File: config.mk
export PLATFORM = sky130hd
export DESIGN_NAME = tick_scheduler
export DESIGN_NICKNAME = d
export VERILOG_FILES = /design/src/rtl/tick_scheduler.sv
export SDC_FILE = /design/constraint.sdc
export NUM_CORES = 1
export LEC_CHECK = 0
export CELL_PAD_IN_SITES_DETAIL_PLACEMENT = 0
export CELL_PAD_IN_SITES_GLOBAL_PLACEMENT = 1
export CORE_UTILIZATION = 48
export CTS_CLUSTER_DIAMETER = 30
export CTS_CLUSTER_SIZE = 12
export DETAILED_ROUTE_END_ITERATION = 7
export DONT_BUFFER_PORTS = 1
export PLACE_DENSITY = 0.78
export SYNTH_ARGS = -nofsm -noshare
export SYNTH_HDL_FRONTEND = slang
export SYNTH_SLANG_ARGS = --single-unit
export TNS_END_PERCENT = 30
File: constraint.sdc
create_clock -name i_clk -period 2.39 [get_ports i_clk]
set_input_delay 0.239 -clock i_clk [delete_from_list [all_inputs] [get_ports i_clk]]
set_output_delay 0.239 -clock i_clk [all_outputs]
set_load 0.01 [all_outputs]
File: src/rtl/tick_scheduler.sv
// tick_scheduler: two-state (IDLE/RUN) scheduler that emits active-low
// sample ticks every D clock cycles. It runs in single, burst or
// continuous mode.
// Optional feature macro: TICK_COUNT_EN adds the o_tick_count output and
// its saturating counter.
`timescale 1ns/1ps
module tick_scheduler #(
  parameter int DIV_W = 8,
  parameter int CNT_W = 8
) (
  input  logic             i_clk,
  input  logic             i_rst_n,
  input  logic             i_start_n,
  input  logic             i_stop_n,
  input  logic [1:0]       i_mode,
  input  logic [DIV_W-1:0] i_divider,
  input  logic [CNT_W-1:0] i_burst_len,
  output logic             o_sample_tick_n,
  output logic             o_busy,
  output logic             o_done_n
`ifdef TICK_COUNT_EN
  ,
  output logic [CNT_W-1:0] o_tick_count
`endif
);

  typedef enum logic {S_IDLE = 1'b0, S_RUN = 1'b1} state_t;

  localparam logic [1:0] M_BURST = 2'b01;
  localparam logic [1:0] M_CONT  = 2'b10;

  state_t           r_state, w_next;
  logic [1:0]       r_mode;
  logic [DIV_W-1:0] r_div, r_cnt;
  logic [CNT_W-1:0] r_blen, r_bcnt;
  logic             r_tick_n, r_done_n, r_busy;
  logic             w_accept, w_tick, w_done, w_wrap, w_last;
  logic [DIV_W-1:0] w_div_eff;
  logic [CNT_W-1:0] w_blen_eff;

  // Clamp run parameters at accept time so the run uses sane values
  assign w_div_eff  = (i_divider < DIV_W'(2)) ? DIV_W'(2) : i_divider;
  assign w_blen_eff = (i_burst_len == '0) ? CNT_W'(1) : i_burst_len;
  assign w_wrap     = (r_cnt == r_div - DIV_W'(1));
  assign w_last     = (r_bcnt == r_blen - CNT_W'(1));

  // State register
  always_ff @(posedge i_clk or negedge i_rst_n) begin
    if (!i_rst_n) r_state <= S_IDLE;
    else          r_state <= w_next;
  end

  // Next-state and per-edge event decode; stop wins over a coincident tick
  always_comb begin
    w_next   = r_state;
    w_accept = 1'b0;
    w_tick   = 1'b0;
    w_done   = 1'b0;
    case (r_state)
      S_IDLE: begin
        if (!i_start_n && i_stop_n) begin
          w_next   = S_RUN;
          w_accept = 1'b1;
        end
      end
      S_RUN: begin
        if (!i_stop_n) begin
          w_next = S_IDLE;
        end else if (w_wrap) begin
          w_tick = 1'b1;
          if (r_mode == M_CONT) begin
            w_next = S_RUN;
          end else if (r_mode == M_BURST) begin
            if (w_last) begin
              w_done = 1'b1;
              w_next = S_IDLE;
            end
          end else begin
            // single mode, and the unused encoding 11
            w_done = 1'b1;
            w_next = S_IDLE;
          end
        end
      end
      default: w_next = S_IDLE;
    endcase
  end

  // Latched run parameters, period/burst counters and registered outputs
  always_ff @(posedge i_clk or negedge i_rst_n) begin
    if (!i_rst_n) begin
      r_mode   <= '0;
      r_div    <= '0;
      r_blen   <= '0;
      r_cnt    <= '0;
      r_bcnt   <= '0;
      r_tick_n <= 1'b1;
      r_done_n <= 1'b1;
      r_busy   <= 1'b0;
    end else begin
      r_tick_n <= ~w_tick;
      r_done_n <= ~w_done;
      r_busy   <= (w_next == S_RUN);
      if (w_accept) begin
        r_mode <= i_mode;
        r_div  <= w_div_eff;
        r_blen <= w_blen_eff;
        r_cnt  <= '0;
        r_bcnt <= '0;
      end else if (r_state == S_RUN) begin
        r_cnt <= w_wrap ? '0 : r_cnt + DIV_W'(1);
        if (w_tick) r_bcnt <= r_bcnt + CNT_W'(1);
      end
    end
  end

  assign o_sample_tick_n = r_tick_n;
  assign o_done_n        = r_done_n;
  assign o_busy          = r_busy;

`ifdef TICK_COUNT_EN
  logic [CNT_W-1:0] r_tick_count;

  // Ticks since last start; saturates, holds while idle
  always_ff @(posedge i_clk or negedge i_rst_n) begin
    if (!i_rst_n)                     r_tick_count <= '0;
    else if (w_accept)                r_tick_count <= '0;
    else if (w_tick && !(&r_tick_count)) r_tick_count <= r_tick_count + CNT_W'(1);
  end

  assign o_tick_count = r_tick_count;
`endif

endmodule

# Word level (Yosys, flattened, before mapping)
# Cells that the tools add are included.
[totals]
register_bits = 37
in_bits = 22
output_inout_bits = 3
word_cells = 51
[classes]
n_addsub = 4
magnitude_cmp = 1
n_eq_ne = 4
n_mux = 25
bitwise = 3
n_reduce_logical = 6
[op_table]
columns = ["op", "n"]
rows = [
  ["8-bit two-way mux", 8],
  ["8-bit by 1-bit adder with 8-bit output (second input constant)", 2],
  ["8-bit equality test", 2],
  ["1-bit two-way mux", 16],
  ["8-bit by 1-bit subtractor with 8-bit output (second input constant)", 2],
  ["8-bit zero test", 1],
  ["8-bit by 2-bit less-than comparator with 1-bit output (second input constant)", 1],
  ["2-bit nonzero test", 2],
  ["1-bit inverter", 3],
  ["2-bit by 1-bit equality test with 1-bit output (second input constant)", 1],
  ["2-bit equality test (second input constant)", 1],
  ["1-bit one-hot mux with 2 select lines", 1],
  ["2-bit AND reduction", 1],
  ["1-bit logical AND", 1],
  ["1-bit zero test", 1],
]

# Depth between registers and ports, before layout
# Gate-level depths: netlist (run 1).
[depth]
word_depth = 9
depth_mapped = 9
depth_no_buf = 8

# Least setup slack after synthesis (run 1)
# No wires, ideal clock.
[synth_path]
path_type = "register to register"
startpoint = "register r_div[0]"
endpoint = "register r_bcnt[6]"
setup_time_ns = 0.078
arrival_time_ns = 2.028
t_required_ns = 2.312
path_slack_ns = 0.284
stages_incl_launch_ff = 8
n_path_buf = 0
synth_period_minus_slack_ns = 2.106
cell_sequence = "dfrtp_1 > inv_1 > ha_1 > a31o_2 > a2111oi_4 > o211ai_4 > or4_1 > a21oi_1"
[synth_via]
elab_chain_len = 7
[synth_lines]
columns = ["element", "line", "text"]
rows = [
  ["start: declaration", "34", "logic [DIV_W-1:0] r_div, r_cnt;"],
  ["start signal: assignment", "106", "r_div <= w_div_eff;"],
  ["8-bit by 1-bit subtractor with 8-bit output", "44", "assign w_wrap = (r_cnt == r_div - DIV_W'(1));"],
  ["8-bit equality test", "44", ""],
  ["1-bit two-way mux", "69", "end else if (w_wrap) begin"],
  ["1-bit two-way mux", "67", "if (!i_stop_n) begin"],
  ["1-bit two-way mux", "59", "case (r_state)"],
  ["2-bit nonzero test (no source line)", "-", ""],
  ["2-bit AND reduction (no source line)", "-", ""],
  ["end signal: assignment", "112", "if (w_tick) r_bcnt <= r_bcnt + CNT_W'(1);"],
  ["end: declaration", "35", "logic [CNT_W-1:0] r_blen, r_bcnt;"],
]
# Every way passes these cells.
# A chain may end at the register's enable or synchronous reset.

# Worst setup path in the final report (run 1)
[layout_path]
startpoint = "register r_div[0]"
endpoint = "register r_bcnt[7]"
# The elaborated chain is that of the path after synthesis.

==> flow_summary.ini, run 1 <==
[worst_setup_path]
r2r_cells = 7
r2r_start = r_div[0]
arrival_ns = 2.47
critPathMaxStageDelay_ns = 0.49
crit_type = flip-flop to flip-flop
reg2reg_to = r_bcnt[7]
crit_path_end_kind = flip-flop
crit_required_ns = 2.60
r2r_slack_ns = 0.13
worstPathMaxFanout = 8
start_kind = flip-flop
path_cells = inv_1 -> ha_2 -> a31o_2 -> a2111oi_4 -> o211ai_4 -> or4_1 -> a21oi_1
cp_slowest_cell = or4_1

[power_and_ir_drop]
p_comb_share_pct = 31.3
internal-power_mw = 1.19
power_frac_seq_pct = 45.9
leakage_nw = 1.05
switching_power_uw = 660
pwr-share-clk_pct = 22.9
max-vdd-ir-drop_uv = 418
power.density_nw_per_um2 = 749
p_total_mw = 1.85
switching_share_pct = 35.8

[cells_and_area]
multi_input_area_um2 = 1210
final_layout_size_suffix_gt1_share_pct = 11.1
final_util_pct = 56.2
final_area_um2 = 2460
fin_cells = 322
layout.nets = 295
antenna_cells = 0
n_fill_cell = 422
ff_latch_area_um2 = 930
synthToLayoutAreaGrowth_pct = 12.3

[place]
place_inst = 308
io_buffers = 0
gp_congestion = 0.785
hpwl_mm = 3.46
placed_cell_area_um2 = 2310
dp_slack_ns = 0.0360

[synth]
synth_top_area_cell = dfrtp_1
async_reset_ff_share_pct = 100
synth_top_area_share_pct = 39.9
synth_area_leaders = dfrtp_1 (40%), nand2_1 (9.7%), xnor2_1 (4.0%)
syn_nets = 280
synth.avg_cell_area_um2 = 8.64
synthesis.area_um2 = 2190
synth-edff-count = 0
synth_top_flop_cell = dfrtp_1
ys_warn_count = 0
ys_ff_latch = 37
netlist_instances = 254
synth.distinct_cells = 43
ys_seq_area_share_pct = 42.3

[clock_tree]
cts_buffers = 5
cts_buffer_depth = 2
clk_latency_ns = 0.29
htree_levels = 2
cts_sinks = 37
clockRootBuffer = clkbuf_8
tritoncts = done
path_clk_slew_ns = 0.07

[sta]
final_hold_viol_count = 0
relSlewSlack_pct = 58.4
post-route-min-period_ns = 2.26
skew_ns = 0.00600
setup_violations = 0
hold_ws_ns = 0.0573
setup-tns-final_ns = 0
fin_crit_sh_pct = 94.6
max_freq_ghz = 0.442
setup_slack_ns = 0.129
maxSlewViolCount = 0
worst_pin_slew_ns = 0.625
rsz0062_at_grt = false

[die]
rows = 24
core_region_area_um2 = 4380
die_x_um = 69.6
die-area_um2 = 4850
io_pins = 25
die_h_um = 69.6
start_util_pct = 50.1

[routing]
drt_wl_total_mm = 4.92
vias = 1868
remaining_drc_errors = 0
ant_nets = 0
drt-vias-per-instance = 5.80
drt_iter0_markers = 225
wl_per_cell_um = 15.3
drt_pass1_iterations = 4

[grt]
grt_remaining_overflow = 0
grt_pass1_wl_mm = 8.38
grt_max_degree = 38
grt_pass1_vias = 1775
antenna_found_initial = 0
grtUsageTotal_pct = 22.0

[worst_hold_path]
hold_end = r_blen[3]
hold_depth = 2
holdCritStartpoint = i_burst_len[3]
min_path_type = primary input to flip-flop

[status]
status = complete, no violations

[flow_run]
cap_violations = 0
[sequential cells by signal, indices dropped and copies added, names as in the netlist]
signal / flops
r_cnt: 8
r_blen: 8
o_sample_tick_n: 1
r_mode: 2
o_done_n: 1
r_bcnt: 8
r_div: 8
o_busy: 1
[placed cells by master, fill, tap and decap left out, types with 2 or more instances in the layout]
cell type / n
nand2_1: 57
dfrtp_1: 34
inv_1: 14
buf_4: 13
a21oi_1: 12
nand4_1: 11
nor2_1: 10
xnor2_1: 10
or4_1: 8
xor2_1: 7
nand3_1: 7
o21ai_0: 7
nor3_1: 6
o31ai_1: 6
nand2b_1: 5
a31oi_1: 5
o22ai_1: 5
clkbuf_8: 5
nor4_1: 4
nand3b_1: 3
nor2b_1: 3
ha_1: 3
clkbuf_1: 3
and2_1: 2
o311ai_0: 2
and3_1: 2
mux2i_1: 2
dfstp_2: 2
[area by class of cell]
| cell class | count | area share (%) |
|---|---|---|
| Multi-Input combinational cell | 196 | 49.1 |
| Sequential cell | 37 | 37.7 |
| Timing Repair Buffer | 15 | 5.18 |
| Clock buffer | 8 | 3.25 |
| Tap cell | 52 | 2.64 |
| Inverter | 14 | 2.13 |
[Yosys cell counts, types with 3 or more instances]
| cell | count |
|---|---|
| nand2_1 | 57 |
| dfrtp_1 | 35 |
| inv_1 | 14 |
| a21oi_1 | 12 |
| nand4_1 | 11 |
| nor2_1 | 10 |
| xnor2_1 | 10 |
| or4_1 | 8 |
| clkbuf_1 | 7 |
| nand3_1 | 7 |
| o21ai_0 | 7 |
| xor2_1 | 7 |
| nor3_1 | 6 |
| o31ai_1 | 6 |
| a31oi_1 | 5 |
| nand2b_1 | 5 |
| o22ai_1 | 5 |
| ha_1 | 4 |
| nor4_1 | 4 |
| nand3b_1 | 3 |
| nor2b_1 | 3 |
[critical path, delay by kind of cell, from the launching register on]
| family | cells | cell delay, ns |
|---|---|---|
| AOI/OAI and AO/OA | 4 | 0.98 |
| adders and majority gates | 1 | 0.22 |
| buffers and inverters | 1 | 0.08 |
| DFF | 1 | 0.40 |
| and+or+nand+nor | 1 | 0.49 |
[layer usage]
metal  up-vias  part of all wire (%)  global-route usage (%)
met2        62                    42                    30.5
li1        938                     -                       -
met3         2                   5.8                    6.10
met5         -                     0                       0
met1       866                    52                    33.5
met4         0                  0.53                    6.00
[power groups by stage]
stage          clock [mW]  sequential, mW  combinational [mW]
5_1_grt             0.465           0.867               0.646
2_1_floorplan           0           0.821               0.414
4_1_cts             0.434           0.845               0.542
6_report            0.422           0.846               0.578
3_5_place_dp            0           0.858               0.520
3_3_place_gp            0           0.855               0.516
[how the worst max path moves through the flow]
stage	startpoint	cells past startpoint	slack, ns	endpoint
finish	r_div[0]	7	0.13	r_bcnt[7]
global route	r_div[1]	7	0.002	r_cnt[5]
CTS	r_div[0]	7	0.02	r_bcnt[6]
detailed placement	r_div[0]	7	0.04	r_bcnt[5]
global placement	r_div[0]	7	0.11	r_bcnt[4]
floorplan	r_div[0]	7	0.28	r_bcnt[6]
[cell families after synthesis]
| family | after synthesis | synth area share (%) |
|---|---|---|
| AO/OA/AOI/OAI | 49 | 16.2 |
| adder cells (fa/ha/maj) | 4 | 2.28 |
| XOR/XNOR | 17 | 6.78 |
| flip-flops | 37 | 42.3 |
| AND/OR/NAND/NOR | 123 | 27.7 |
| buffers and inverters | 22 | 3.82 |
| multiplexers | 2 | 0.912 |
[what timing repair did]
item,CTS,global route
setup buffers,0,3
hold buffers,2,0
endpoints found under the setup margin,0,9
resized for setup,0,3
hold endpoints to repair,37,0
No activity file was read; power rests on OpenSTA's default activity.
==> run 2: changes to the inputs <==
Settings changed: CORE_ASPECT_RATIO from default to 1.2.
==> flow_summary.ini, run 2 (same netlist as run 1, synthesis figures left out) <==
[flow_run]
cap_violations = 0

[sta]
worst_pin_slew_ns = 0.611
maxSlewViolCount = 0
setup_slack_ns = 0.124
hold_ws_ns = 0.0471
setup_violations = 0
max_freq_ghz = 0.441
post-route-min-period_ns = 2.27
final_hold_viol_count = 0
relSlewSlack_pct = 59.3
rsz0062_at_grt = false
fin_crit_sh_pct = 94.8
skew_ns = 0.00836
setup-tns-final_ns = 0

[routing]
wl_per_cell_um = 15.5
drt_wl_total_mm = 5.14
drt_iter0_markers = 127
ant_nets = 0
remaining_drc_errors = 0
drt_pass1_iterations = 4
vias = 1923
drt-vias-per-instance = 5.81

[worst_setup_path]
crit_buf_inv = 2
critPathMaxStageDelay_ns = 0.50
crit_path_end_kind = flip-flop
crit_type = flip-flop to flip-flop
worstPathMaxFanout = 6
crit_required_ns = 2.61
cp_slowest_cell = or4_1
arrival_ns = 2.48
path_cells = inv_1 -> ha_2 -> a31o_2 -> a2111oi_4 -> buf_4 -> o211ai_4 -> or4_1 -> a21oi_1
crit_family = compound AO/OA/AOI/OAI gates
start_kind = flip-flop

[die]
die_x_um = 63.7
rows = 26
die-area_um2 = 4850
core_region_area_um2 = 4330
io_pins = 25
die_h_um = 76.1
start_util_pct = 50.7

[grt]
top_usage_layer = met2
use_met2_pct = 39.7
grt_max_degree = 38
use_met3_pct = 4.34
grtUsageTotal_pct = 22.9
antenna_found_initial = 0
grt_pass1_vias = 1878
grt_pass1_wl_mm = 8.62
grt_use_met1_pct = 27.8
grt_remaining_overflow = 0

[clock_tree]
cts_buffer_depth = 2
clockRootBuffer = clkbuf_8
cts_buffers = 5
clk_latency_ns = 0.29
path_clk_slew_ns = 0.08
tritoncts = done
htree_levels = 2
cts_sinks = 37

[power_and_ir_drop]
leakage_nw = 1.10
p_total_mw = 2.02
max-vdd-ir-drop_uv = 358
power.density_nw_per_um2 = 797

[place]
dp_slack_ns = 0.00552
placed_cell_area_um2 = 2340
gp_congestion = 0.805
hpwl_mm = 3.64
place_inst = 315
io_buffers = 0

[cells_and_area]
final_area_um2 = 2530
final_cell_mix = nand2_1 (57), dfrtp_1 (35), buf_4 (18)
layout.nets = 300
final_layout_size_suffix_gt1_share_pct = 12.7
antenna_cells = 0
fin_cells = 331
synthToLayoutAreaGrowth_pct = 15.5
multi_input_area_um2 = 1200
final_common_cell = nand2_1
n_fill_cell = 416
final_util_pct = 58.6
ff_latch_area_um2 = 928

[status]
status = complete, no violations

[worst_hold_path]
min_path_type = primary input to flip-flop
run 2: cell types whose count changed in the layout (fill, tap and decap cells not counted):
cell | previous run | this run
clkbuf_8 | 5 | 6
a311oi_1 | 0 | 1
a311oi_2 | 1 | 0
buf_4 | 13 | 18
clkbuf_1 | 3 | 1
bufinv_16 | 0 | 1
dfrtp_1 | 34 | 35
dfrtp_2 | 1 | 0
run 2: metal layers:
layer | share of wire [%] | routed length [um]
met5 | 0 | 0
met4 | 2.0 | 104
met3 | 3.4 | 175
met2 | 53 | 2710
met1 | 42 | 2150
run 2: where the power goes:
part / switching [mW] / total (mW) / internal (mW)
Sequential: 0.116 / 0.833 / 0.717
Clock: 0.228 / 0.568 / 0.340
Combinational: 0.339 / 0.619 / 0.281
Total: 0.683 / 2.02 / 1.34
run 2: worst paths after layout:
check                              from  depth (start not counted)         endpoint  slack [ns]
min in group asynchronous       i_rst_n                          2         r_cnt[6]        0.39
max in group asynchronous       i_rst_n                          2  o_sample_tick_n        1.73
setup / recovery               r_div[0]                          8        r_bcnt[3]        0.12
hold / removal             i_divider[4]                          2         r_div[4]        0.05
setup reg to reg               r_div[0]                          8        r_bcnt[3]        0.12
hold reg to reg               r_blen[7]                          2        r_blen[7]        0.51
run 2: area by class of cell:
class,instances,area share [%]
clock inverter,1,1.18
tap,56,2.76
sequential,37,36.6
inverter,14,2.07
timing repair buffer,20,6.52
multi-input combinational,196,47.4
clock buffer,7,3.41
run 2: repair_timing:
item,in CTS,in global routing
setup buffers,0,5
hold buffers,2,0
hold endpoints to repair,37,0
gates resized for setup,0,1
setup endpoints to repair,0,5
==> run 3: changes to the inputs <==
Settings changed: SETUP_SLACK_MARGIN from default to 0.3.
==> flow_summary.ini, run 3 (same netlist as run 1, synthesis figures left out) <==
[grt]
grt_max_degree = 38
antenna_found_initial = 0
grt_pass1_wl_mm = 9.08
grtUsageTotal_pct = 24.2
grt_remaining_overflow = 0
grt_pass1_vias = 1960

[power_and_ir_drop]
switching_share_pct = 35.8
switching_power_uw = 719
power.density_nw_per_um2 = 751
power_frac_seq_pct = 42.1
pwr-share-clk_pct = 22.8
p_comb_share_pct = 35.1
leakage_nw = 1.13
internal-power_mw = 1.29
max-vdd-ir-drop_uv = 350

[die]
rows = 26
die_x_um = 63.7
die_h_um = 76.1
core_region_area_um2 = 4330
io_pins = 25
start_util_pct = 50.7
die-area_um2 = 4850

[sta]
rsz0062_at_grt = true
fin_crit_sh_pct = 91.5
post-route-min-period_ns = 2.19
max_freq_ghz = 0.457
setup-tns-final_ns = 0
worst_pin_slew_ns = 0.585
skew_ns = 0.00308
final_hold_viol_count = 0
relSlewSlack_pct = 61.0
maxSlewViolCount = 0
setup_violations = 0

[cells_and_area]
layout.nets = 308
n_fill_cell = 406
fin_cells = 339
final_area_um2 = 2680
antenna_cells = 0
final_common_cell = nand2_1
synthToLayoutAreaGrowth_pct = 21.9
final_layout_size_suffix_gt1_share_pct = 22.6
final_cell_mix = nand2_1 (56), dfrtp_1 (31), buf_4 (25)

[routing]
drt_wl_total_mm = 5.46
wl_per_cell_um = 16.1
vias = 1971
ant_nets = 0
drt-vias-per-instance = 5.81
drt_pass1_iterations = 4
remaining_drc_errors = 0
drt_iter0_markers = 118

[status]
status = complete, no violations

[worst_setup_path]
start_kind = flip-flop
worstPathMaxFanout = 6
crit_buf_inv = 1
critPathMaxStageDelay_ns = 0.56
cp_slowest_cell = or4_4
crit_family = simple AND/OR/NAND/NOR gates
arrival_ns = 2.40
path_cells = or4_4 -> o221ai_2 -> nand4_1 -> o211ai_4 -> nand2_2 -> buf_4 -> o22ai_2
cp.depth = 7
crit_path_end_kind = flip-flop
r2r_cells = 7
crit_type = flip-flop to flip-flop
crit_required_ns = 2.60

[clock_tree]
tritoncts = done
path_clk_slew_ns = 0.07
clk_latency_ns = 0.29
htree_levels = 2
cts_buffers = 5
clockRootBuffer = clkbuf_8
cts_buffer_depth = 2
cts_sinks = 37

[place]
hpwl_mm = 3.56
io_buffers = 0
place_inst = 314
placed_cell_area_um2 = 2340
gp_congestion = 0.791

[worst_hold_path]
min_path_type = primary input to flip-flop
hold_depth = 2

[flow_run]
cap_violations = 0
## run 3: cell types whose count changed in the layout (fill, tap and decap cells not counted), sizes merged
cell	before	now
bufinv	1	0
clkbuf	7	8
buf	19	27
## run 3: cell type report
| cell class | instances | area [um2] | share of cell area, % |
|---|---|---|---|
| inverters | 14 | 52.6 | 1.96 |
| clock buffers | 8 | 90.1 | 3.37 |
| flip-flops and latches | 37 | 933 | 34.9 |
| multi-input cells | 196 | 1300 | 48.6 |
| well taps | 56 | 70.1 | 2.62 |
| repair buffers | 28 | 229 | 8.56 |
## run 3: worst register-to-register path, cell delays in order, from the launching register on
cell	delay, ns
dfrtp_1	0.43
or4_4	0.57
o221ai_2	0.18
nand4_1	0.26
o211ai_4	0.24
nand2_2	0.12
buf_4	0.17
o22ai_2	0.16
## run 3: power by group through the flow
stage	clock [mW]	combinational, mW	sequential, mW
final	0.459	0.704	0.845
after global routing	0.494	0.787	0.860
after floorplan	0	0.423	0.822
after global placement	0	0.559	0.847
after CTS	0.468	0.672	0.842
after detailed placement	0	0.564	0.849
## run 3: repair_timing
action,in CTS,in global routing
resized for setup,10,17
hold buffers,2,0
endpoints found under the setup margin,14,18
setup buffers,11,3
pin swaps,12,7
endpoints found under the hold margin,37,0
gates cloned,1,0
## run 3: final timing paths
check	start	end	slack [ns]
min in group asynchronous	i_rst_n	r_cnt[4]	0.40
max in group asynchronous	i_rst_n	o_sample_tick_n	1.74
min reg2reg	r_blen[7]	r_blen[7]	0.50
min	i_burst_len[7]	r_blen[7]	0.05
max reg2reg	r_div[1]	r_cnt[7]	0.20
max	r_div[1]	r_cnt[7]	0.20
## run 3: per-layer routing
layer | routed length [um] | vias to the layer above | GRT usage (%)
li1 | - | 966 | -
met1 | 2290 | 966 | 29.7
met2 | 2930 | 29 | 41.1
met3 | 140 | 10 | 4.94
met4 | 97 | 0 | 9.55
met5 | 0 | - | 0
## run 3: per-stage QoR
stage	utilization, %	hold WS (ns)	total power [mW]	setup WS [ns]
after global placement	54.1	-0.0558	1.41	0.154
final	61.8	0.0485	2.01	0.204
after floorplan	-	-0.0566	1.24	0.319
after detailed placement	54.1	-0.0557	1.41	0.126
after CTS	59.9	0.0461	1.98	0.253
after global routing	61.8	0.0446	2.14	0.0670
